`src/rtl/corr_epoch_sched_if.sv`:
```
// Readout handshake between the epoch scheduler and the shared readout mover.
//   rd_req : scheduler -> mover, a channel is waiting to be copied
//   rd_ch  : scheduler -> mover, channel index, stable while rd_req=1
//   rd_ack : mover -> scheduler, rd_ch has been copied (meaningful only while rd_req=1)
// The scheduler uses the master modport and the mover uses the slave modport.
interface corr_epoch_sched_if #(
  parameter int CH_W = 4
);
  logic            rd_req;
  logic [CH_W-1:0] rd_ch;
  logic            rd_ack;

  modport master (output rd_req, output rd_ch, input rd_ack);
  modport slave  (input rd_req, input rd_ch, output rd_ack);
endinterface

```
`src/rtl/corr_epoch_sched.sv`:
```
// Round-robin readout scheduler for a bank of correlator channels.
// Channels raise a one-cycle epoch pulse when fresh IQ data is latched. Each pulse
// becomes a pending request. Requests are granted one at a time to a shared
// readout mover over the rd handshake interface. Completed readouts are counted
// and coalesced into an interrupt pulse, raised on a count threshold or on a
// timeout. Sticky per-channel overrun flags record epochs that arrive before the
// previous data has been read out.
// Ports:
//   clk, resetn   : clock, asynchronous active-low reset
//   epoch_pulse   : per-channel new-data pulse
//   ch_en         : per-channel enable, disabled channels never become pending
//   rd            : readout handshake (master side: rd_req, rd_ch out, rd_ack in)
//   irq_thr       : completions per interrupt, 0 disables the threshold trigger
//   irq_tmo       : cycles after the first unreported completion, 0 disables the timeout
//   irq_pulse     : one-cycle coalesced interrupt
//   done_cnt      : completions since the last irq_pulse (saturating)
//   overrun       : sticky per-channel overrun flags
//   ovr_clr       : per-channel clear of overrun (a simultaneous set wins)
//   busy          : a request is outstanding or any channel is pending (one cycle lag)
module corr_epoch_sched #(
  parameter int N_CH  = 16,
  parameter int CH_W  = $clog2(N_CH),
  parameter int CNT_W = 16
) (
  input  logic                clk,
  input  logic                resetn,
  input  logic [N_CH-1:0]     epoch_pulse,
  input  logic [N_CH-1:0]     ch_en,
  corr_epoch_sched_if.master  rd,
  input  logic [CNT_W-1:0]    irq_thr,
  input  logic [CNT_W-1:0]    irq_tmo,
  output logic                irq_pulse,
  output logic [CNT_W-1:0]    done_cnt,
  output logic [N_CH-1:0]     overrun,
  input  logic [N_CH-1:0]     ovr_clr,
  output logic                busy
);

  typedef enum logic {S_IDLE, S_REQ} state_t;

  localparam logic [N_CH-1:0]  ONE_HOT0 = N_CH'(1);
  localparam logic [CH_W:0]    N_CH_W   = (CH_W+1)'(N_CH);
  localparam logic [CH_W-1:0]  LAST_RST = CH_W'(N_CH - 1);

  state_t          state_reg;
  logic [N_CH-1:0] pending_reg;
  logic [CH_W-1:0] last_reg;
  logic [CNT_W-1:0] done_cnt_reg;
  logic [CNT_W-1:0] timer_reg;
  logic [N_CH-1:0] overrun_reg;
  logic            irq_pulse_reg;
  logic            busy_reg;

  logic            ack;
  logic [N_CH-1:0] pulse_en;
  logic [CH_W-1:0] base_ch;
  logic            pick_valid;
  logic [CH_W-1:0] pick_idx;
  logic            grant;
  logic [N_CH-1:0] grant_mask;
  logic [N_CH-1:0] ovr_set;
  logic [N_CH-1:0] pending_next;
  logic [N_CH-1:0] overrun_next;
  logic            fire;

  // An acknowledge only counts while a request is actually outstanding.
  assign ack      = rd.rd_req & rd.rd_ack;
  assign pulse_en = epoch_pulse & ch_en;

  // The round-robin search starts after the channel just completed when granting
  // back-to-back, otherwise after the last completed channel.
  assign base_ch = (state_reg == S_REQ) ? rd.rd_ch : last_reg;

  // Scan offsets from N_CH down to 1 so the smallest offset is the last to win.
  always_comb begin
    logic [CH_W:0] sum;
    pick_valid = 1'b0;
    pick_idx   = '0;
    sum        = '0;
    for (int k = N_CH; k >= 1; k--) begin
      sum = {1'b0, base_ch} + (CH_W+1)'(k);
      if (sum >= N_CH_W) begin
        sum = sum - N_CH_W;
      end
      if (pending_reg[sum[CH_W-1:0]]) begin
        pick_valid = 1'b1;
        pick_idx   = sum[CH_W-1:0];
      end
    end
  end

  assign grant      = pick_valid & ((state_reg == S_IDLE) | ack);
  assign grant_mask = grant ? (ONE_HOT0 << pick_idx) : '0;

  // A new epoch overruns if the channel is still waiting, or if its data is being
  // read right now and the mover has not finished copying it.
  assign ovr_set = pulse_en & (pending_reg |
                   ((rd.rd_req & ~rd.rd_ack) ? (ONE_HOT0 << rd.rd_ch) : '0));

  // A fresh epoch on the channel being granted keeps it pending.
  assign pending_next = ((pending_reg & ~grant_mask) | pulse_en) & ch_en;
  assign overrun_next = (overrun_reg & ~ovr_clr) | ovr_set;

  // Compare against the registered counters; >= so a threshold lowered below the
  // current count still fires on the next cycle.
  assign fire = ((irq_thr != '0) && (done_cnt_reg >= irq_thr)) ||
                ((irq_tmo != '0) && (timer_reg >= irq_tmo));

  always_ff @(posedge clk or negedge resetn) begin
    if (!resetn) begin
      state_reg     <= S_IDLE;
      rd.rd_req     <= 1'b0;
      rd.rd_ch      <= '0;
      last_reg      <= LAST_RST;
      pending_reg   <= '0;
      overrun_reg   <= '0;
      done_cnt_reg  <= '0;
      timer_reg     <= '0;
      irq_pulse_reg <= 1'b0;
      busy_reg      <= 1'b0;
    end else begin
      pending_reg <= pending_next;
      overrun_reg <= overrun_next;
      busy_reg    <= rd.rd_req | (|pending_reg);

      case (state_reg)
        S_IDLE: begin
          if (pick_valid) begin
            rd.rd_ch  <= pick_idx;
            rd.rd_req <= 1'b1;
            state_reg <= S_REQ;
          end
        end
        S_REQ: begin
          if (ack) begin
            last_reg <= rd.rd_ch;
            if (pick_valid) begin
              rd.rd_ch <= pick_idx;
            end else begin
              rd.rd_req <= 1'b0;
              state_reg <= S_IDLE;
            end
          end
        end
        default: state_reg <= S_IDLE;
      endcase

      irq_pulse_reg <= fire;
      if (fire) begin
        // A completion in the interrupt cycle belongs to the next batch.
        done_cnt_reg <= ack ? CNT_W'(1) : '0;
        timer_reg    <= '0;
      end else begin
        if (ack && !(&done_cnt_reg)) begin
          done_cnt_reg <= done_cnt_reg + 1'b1;
        end
        if ((done_cnt_reg != '0) && !(&timer_reg)) begin
          timer_reg <= timer_reg + 1'b1;
        end
      end
    end
  end

  assign irq_pulse = irq_pulse_reg;
  assign done_cnt  = done_cnt_reg;
  assign overrun   = overrun_reg;
  assign busy      = busy_reg;

endmodule

```
`src/flat_wrapper.sv`:
```
// flat-port wrapper written by rule: the top's interface ports become plain ports
module corr_epoch_sched_flat 
#(
  parameter int N_CH  = 16,
  parameter int CH_W  = $clog2(N_CH),
  parameter int CNT_W = 16
)
  (clk, resetn, epoch_pulse, ch_en, irq_thr, irq_tmo, irq_pulse, done_cnt, overrun, ovr_clr, busy, rd_rd_req, rd_rd_ch, rd_rd_ack);
  corr_epoch_sched_if #(.CH_W(CH_W)) rd_i ();
  input  logic clk;
  input  logic resetn;
  input  logic [N_CH-1:0] epoch_pulse;
  input  logic [N_CH-1:0] ch_en;
  input  logic [CNT_W-1:0] irq_thr;
  input  logic [CNT_W-1:0] irq_tmo;
  output logic irq_pulse;
  output logic [CNT_W-1:0] done_cnt;
  output logic [N_CH-1:0] overrun;
  input  logic [N_CH-1:0] ovr_clr;
  output logic busy;
  output wire logic [$bits(rd_i.rd_req)-1:0] rd_rd_req;
  output wire logic [$bits(rd_i.rd_ch)-1:0] rd_rd_ch;
  input wire logic [$bits(rd_i.rd_ack)-1:0] rd_rd_ack;
  assign rd_rd_req = rd_i.rd_req;
  assign rd_rd_ch = rd_i.rd_ch;
  assign rd_i.rd_ack = rd_rd_ack;
  corr_epoch_sched #(.N_CH(N_CH), .CH_W(CH_W), .CNT_W(CNT_W)) u_core (.clk(clk), .resetn(resetn), .epoch_pulse(epoch_pulse), .ch_en(ch_en), .rd(rd_i), .irq_thr(irq_thr), .irq_tmo(irq_tmo), .irq_pulse(irq_pulse), .done_cnt(done_cnt), .overrun(overrun), .ovr_clr(ovr_clr), .busy(busy));
endmodule
```
`config.mk`:
```
export PLATFORM = sky130hd
export DESIGN_NAME = corr_epoch_sched_flat
export DESIGN_NICKNAME = d
export VERILOG_FILES = /design/src/rtl/corr_epoch_sched_if.sv /design/src/rtl/corr_epoch_sched.sv /design/src/flat_wrapper.sv
export SDC_FILE = /design/constraint.sdc
export NUM_CORES = 1
export LEC_CHECK = 0
export ABC_AREA = 1
export CAP_MARGIN = 20
export CORE_UTILIZATION = 55
export CTS_BUF_LIST = sky130_fd_sc_hd__clkbuf_4 sky130_fd_sc_hd__clkbuf_8
export DETAILED_ROUTE_END_ITERATION = 10
export PLACE_DENSITY_LB_ADDON = 0.08
export SYNTH_ARGS = -nofsm -noshare
export SYNTH_HDL_FRONTEND = slang
export SYNTH_SLANG_ARGS = --single-unit
export TNS_END_PERCENT = 1
```
`constraint.sdc`:
```
create_clock -name clk -period 4.5 [get_ports clk]
set_clock_uncertainty 0.2 [all_clocks]
set_input_delay 0.9 -clock clk [delete_from_list [all_inputs] [get_ports clk]]
set_output_delay 0.9 -clock clk [all_outputs]
set_load 0.03 [all_outputs]
```
==> metrics.md, run 1 <==
| Metric | Value |
|---|---|
| Post-CTS setup buffers | 0 |
| Count of port buffers added during placement | 121 |
| Setup TNS Final | 0 ns |
| Cell type of the slowest stage on the worst timing path | dfrtp_1 |
| Count of cells resized by post-cts repair | 0 |
| Chip Width | 111 µm |
| Final worst path period share | 0.897 |
| Fraction of power consumed by sequential logic | 0.416 |
| Syn Inst Count | 985 |
| Initial core utilization | 0.569 |
| Result of the run | finished with violations |
| Setup repair after global routing missed its margin | false |
| Synth cell types | 45 |
| Arrival time worst endpoint | 4.09 ns |
| Area delta synth->final | 23.7% |
| Clock transition at the registers of the reported paths | 0.08 ns |
| Time the final worst path needs with I/O delays and setup | 4.04 ns |
| Final layout net count | 1237 |
| Part of the power in combinational logic | 0.308 |
| Root buf cell | clkbuf_8 |
| Routability congestion estimate from global placement | 0.990 |
| Max transition margin | 0.543 |
| Clock tree from TritonCTS | built |
| Detailed Routing Iterations Pass 1 | 8 |
| Maximum number of pins on one net before global-route repair | 77 |
| Worst hold slack across all endpoints | 0.155 ns |
| Reported leakage power | 4.16 nW |
| Total congestion overflow after global routing | 0 |
| Fillers | 1056 |
| CTS Hold Buffers Added | 0 |
| Internal portion of total power | 1.25 mW |
| Inserted Diodes | 0 |
| Row cnt | 39 |
| Number of buffers inserted during clock tree synthesis | 9 |
| Area taken by multi-input logic gates | 3860 µm² |
| Flip-flop and latch count after synthesis | 76 |
| Sequential standard cell area | 1910 µm² |
| I/O pin count | 122 |
| Cell area after synthesis | 6550 µm² |
| Ratio of cells with drive above 1 in the final layout | 0.0904 |
| # DRC | 5 |
| Critical Path Start | u_core.state_reg |
| Worst slew pin tran | 0.682 ns |
| Tot GR Track Use | 0.313 |
| Number of buffers on the longest clock path | 2 |
| Post-synthesis average cell area | 6.65 µm² |
| Capture point of the worst reg-to-reg path | u_core.pending_reg[14] |
| CORE AREA | 11500 µm² |
| Critical path peak fanout | 25 |
| Initial drt markers | 482 |
| Logic depth of the worst register-to-register path | 29 |
| Vias in the first global route | 6537 |
| Last element of the critical path | u_core.pending_reg[14] |
| Count of cell instances traversed by the critical path | 29 |
| Final Hold Violating Endpoints | 0 |
| Total clock sinks | 76 |
| Syn_nets | 1110 |
| Die outline area | 12300 µm² |
| Max Slew Vio Count | 0 |
| Crit start category | flop |
| Maximum cell stage delay along the critical path | 0.59 ns |
| Highest-count cells in the layout ignoring fill and taps | nand2_1 (277), inv_1 (160), clkdlybuf4s50_1 (120) |
| Via count of the routed design | 6802 |
| Clock latency at the later pin of the worst-skew pair | 0.36 ns |
| Total number of H-tree levels | 3 |
| FF-to-FF setup slack | 0.46 ns |
| Required time worst endpoint | 4.55 ns |
| Post-placement worst setup slack | 0.533 ns |
| Startpoint of the worst-slack reg-to-reg timing path | u_core.state_reg |
| Violated checks | DRC |
| Achievable Freq | 0.248 GHz |
| Post-layout power | 1.91 mW |
| Most common cell after layout, fill and taps aside | nand2_1 |
| Family with the most delay on the worst path | simple AND/OR/NAND/NOR gates |
| Synthesis warning total | 0 |
| Fraction of power spent switching nets | 0.345 |
| Number of maximum-capacitance violations | 0 |
| Wire length of the first global-routing pass | 31000 µm |
| Total net switching power | 0.661 mW |
| Critical path's most frequent cell | nand2_1 |
| Endpoints failing setup | 0 |
| Kind of end point of the critical path | flop |
| Worst min-delay path category | primary input to asynchronous set/reset pin |
| Final antenna-violating net count | 0 |
| Die extent in y | 111 µm |
| Critical path buffer and inverter count | 4 |
| Peak VDD IR | 0.179 mV |
| Type of the worst setup path | flop to flop |
| Number of antenna violations at the first check in global routing | 0 |
| Post-DP HPWL | 14400 µm |
| Post-DR vias/cell | 5.40 |
| Routed wire length | 18300 µm |
| PnR worst setup slack | 0.462 ns |
| Post-synthesis sequential area ratio | 0.291 |
| Power per Cell Area | 236 nW/µm² |
| Routed WL per cell | 14.5 µm |
| Clock share of power | 0.276 |
metrics by stage:
stage / area [µm²] / std cells / util
6_report: 8100 / 1260 / 0.704
5_1_grt: 8100 / 1260 / 0.704
4_1_cts: 8080 / 1259 / 0.701
3_5_place_dp: 7880 / 1243 / 0.685
3_3_place_gp: 7880 / 1243 / 0.685
2_1_floorplan: 6550 / 985 / -
worst min path at each step:
stage / start / to / slack (ns) / depth (start not counted)
final: resetn / u_core.done_cnt[4] / 0.16 / 1
after detailed placement: u_core.last_reg[3] / u_core.last_reg[3] / 0.29 / 2
after floorplan: u_core.last_reg[3] / u_core.last_reg[3] / 0.27 / 2
after CTS: u_core.last_reg[3] / u_core.last_reg[3] / 0.30 / 2
after global routing: resetn / u_core.done_cnt[4] / 0.15 / 1
after global placement: u_core.last_reg[3] / u_core.last_reg[3] / 0.29 / 2
power by group through the flow:
stage / combinational [mW] / clock (mW) / sequential [mW]
after CTS: 0.584 / 0.535 / 0.795
after detailed placement: 0.581 / 0 / 0.808
final: 0.589 / 0.528 / 0.796
after global placement: 0.572 / 0 / 0.807
after global routing: 0.672 / 0.563 / 0.805
after floorplan: 0.332 / 0 / 0.831
worst reg2reg max path, delay by kind of cell, from the launching register on:
kind | cells | cell delay (ns)
flip-flops | 1 | 0.59
buffers and inverters | 4 | 0.54
AND/OR/NAND/NOR | 22 | 2.13
adder cells (fa/ha/maj) | 1 | 0.22
AO/OA/AOI/OAI | 2 | 0.26
logic make-up after synthesis:
| group | synth area share |
|---|---|
| AOI/OAI and AO/OA | 0.124 |
| adders and majority gates | 0.0802 |
| DFF | 0.291 |
| and+or+nand+nor | 0.361 |
| buffers and inverters | 0.119 |
| xor gates and xnor gates | 0.0252 |
area by class of cell:
class                   count  area share
clock buffers              11      0.0171
well taps                 143      0.0221
repair buffers            133       0.163
inverters                 170      0.0794
flip-flops and latches     76       0.235
clock inverters             5     0.00664
multi-input cells         722       0.477
synthesized netlist by cell type:
master | count | area share
a21boi_0 | 2 | 0.0023
a21o_1 | 2 | 0.0023
a21oi_1 | 63 | 0.048
a21oi_4 | 3 | 0.0075
a221oi_1 | 1 | 0.0013
a31o_2 | 1 | 0.0013
a31oi_1 | 5 | 0.0048
a31oi_2 | 1 | 0.0019
buf_2 | 3 | 0.0023
buf_4 | 6 | 0.0069
buf_6 | 6 | 0.010
clkbuf_1 | 2 | 0.0011
dfrtp_1 | 72 | 0.28
dfstp_2 | 4 | 0.016
ha_1 | 42 | 0.080
inv_1 | 160 | 0.092
inv_2 | 9 | 0.0052
inv_6 | 1 | 0.0013
nand2_1 | 277 | 0.16
nand2_2 | 25 | 0.024
nand2_4 | 4 | 0.0069
nand3_1 | 96 | 0.073
nand3_2 | 8 | 0.012
nand4_1 | 13 | 0.012
nor2_1 | 55 | 0.032
nor2_2 | 6 | 0.0057
nor2_4 | 2 | 0.0034
nor3_1 | 26 | 0.020
nor3b_1 | 1 | 0.0011
nor4_1 | 9 | 0.0086
o211ai_1 | 1 | 0.0011
o21a_1 | 1 | 0.0011
o21ai_0 | 29 | 0.022
o21ai_1 | 5 | 0.0038
o21ai_2 | 2 | 0.0027
o21ai_4 | 1 | 0.0025
o221a_2 | 1 | 0.0017
o22ai_1 | 16 | 0.015
o31ai_1 | 1 | 0.0011
o32ai_1 | 1 | 0.0013
o41ai_1 | 1 | 0.0013
or2_2 | 3 | 0.0029
xnor2_1 | 1 | 0.0013
xor2_1 | 16 | 0.021
xor2_2 | 1 | 0.0025
metal layers:
layer,vias to the layer above,GRT usage,part of all wire
li1,3436,-,-
met1,3065,0.433,0.46
met2,266,0.483,0.44
met3,35,0.0744,0.082
met4,0,0.0946,0.021
met5,-,0,0
Note: power is estimated with default switching activity, not from simulation.
==> inputs of run 2 (changes only) <==
--- a/config.mk
+++ b/config.mk
@@ -11,6 +11,7 @@
 export CTS_BUF_LIST = sky130_fd_sc_hd__clkbuf_4 sky130_fd_sc_hd__clkbuf_8
 export DETAILED_ROUTE_END_ITERATION = 10
 export PLACE_DENSITY_LB_ADDON = 0.08
+export SKIP_CTS_REPAIR_TIMING = 1
 export SYNTH_ARGS = -nofsm -noshare
 export SYNTH_HDL_FRONTEND = slang
 export SYNTH_SLANG_ARGS = --single-unit
==> results of run 2 <==
No change in the layout: final DEF, timing and power equal those of run 1.
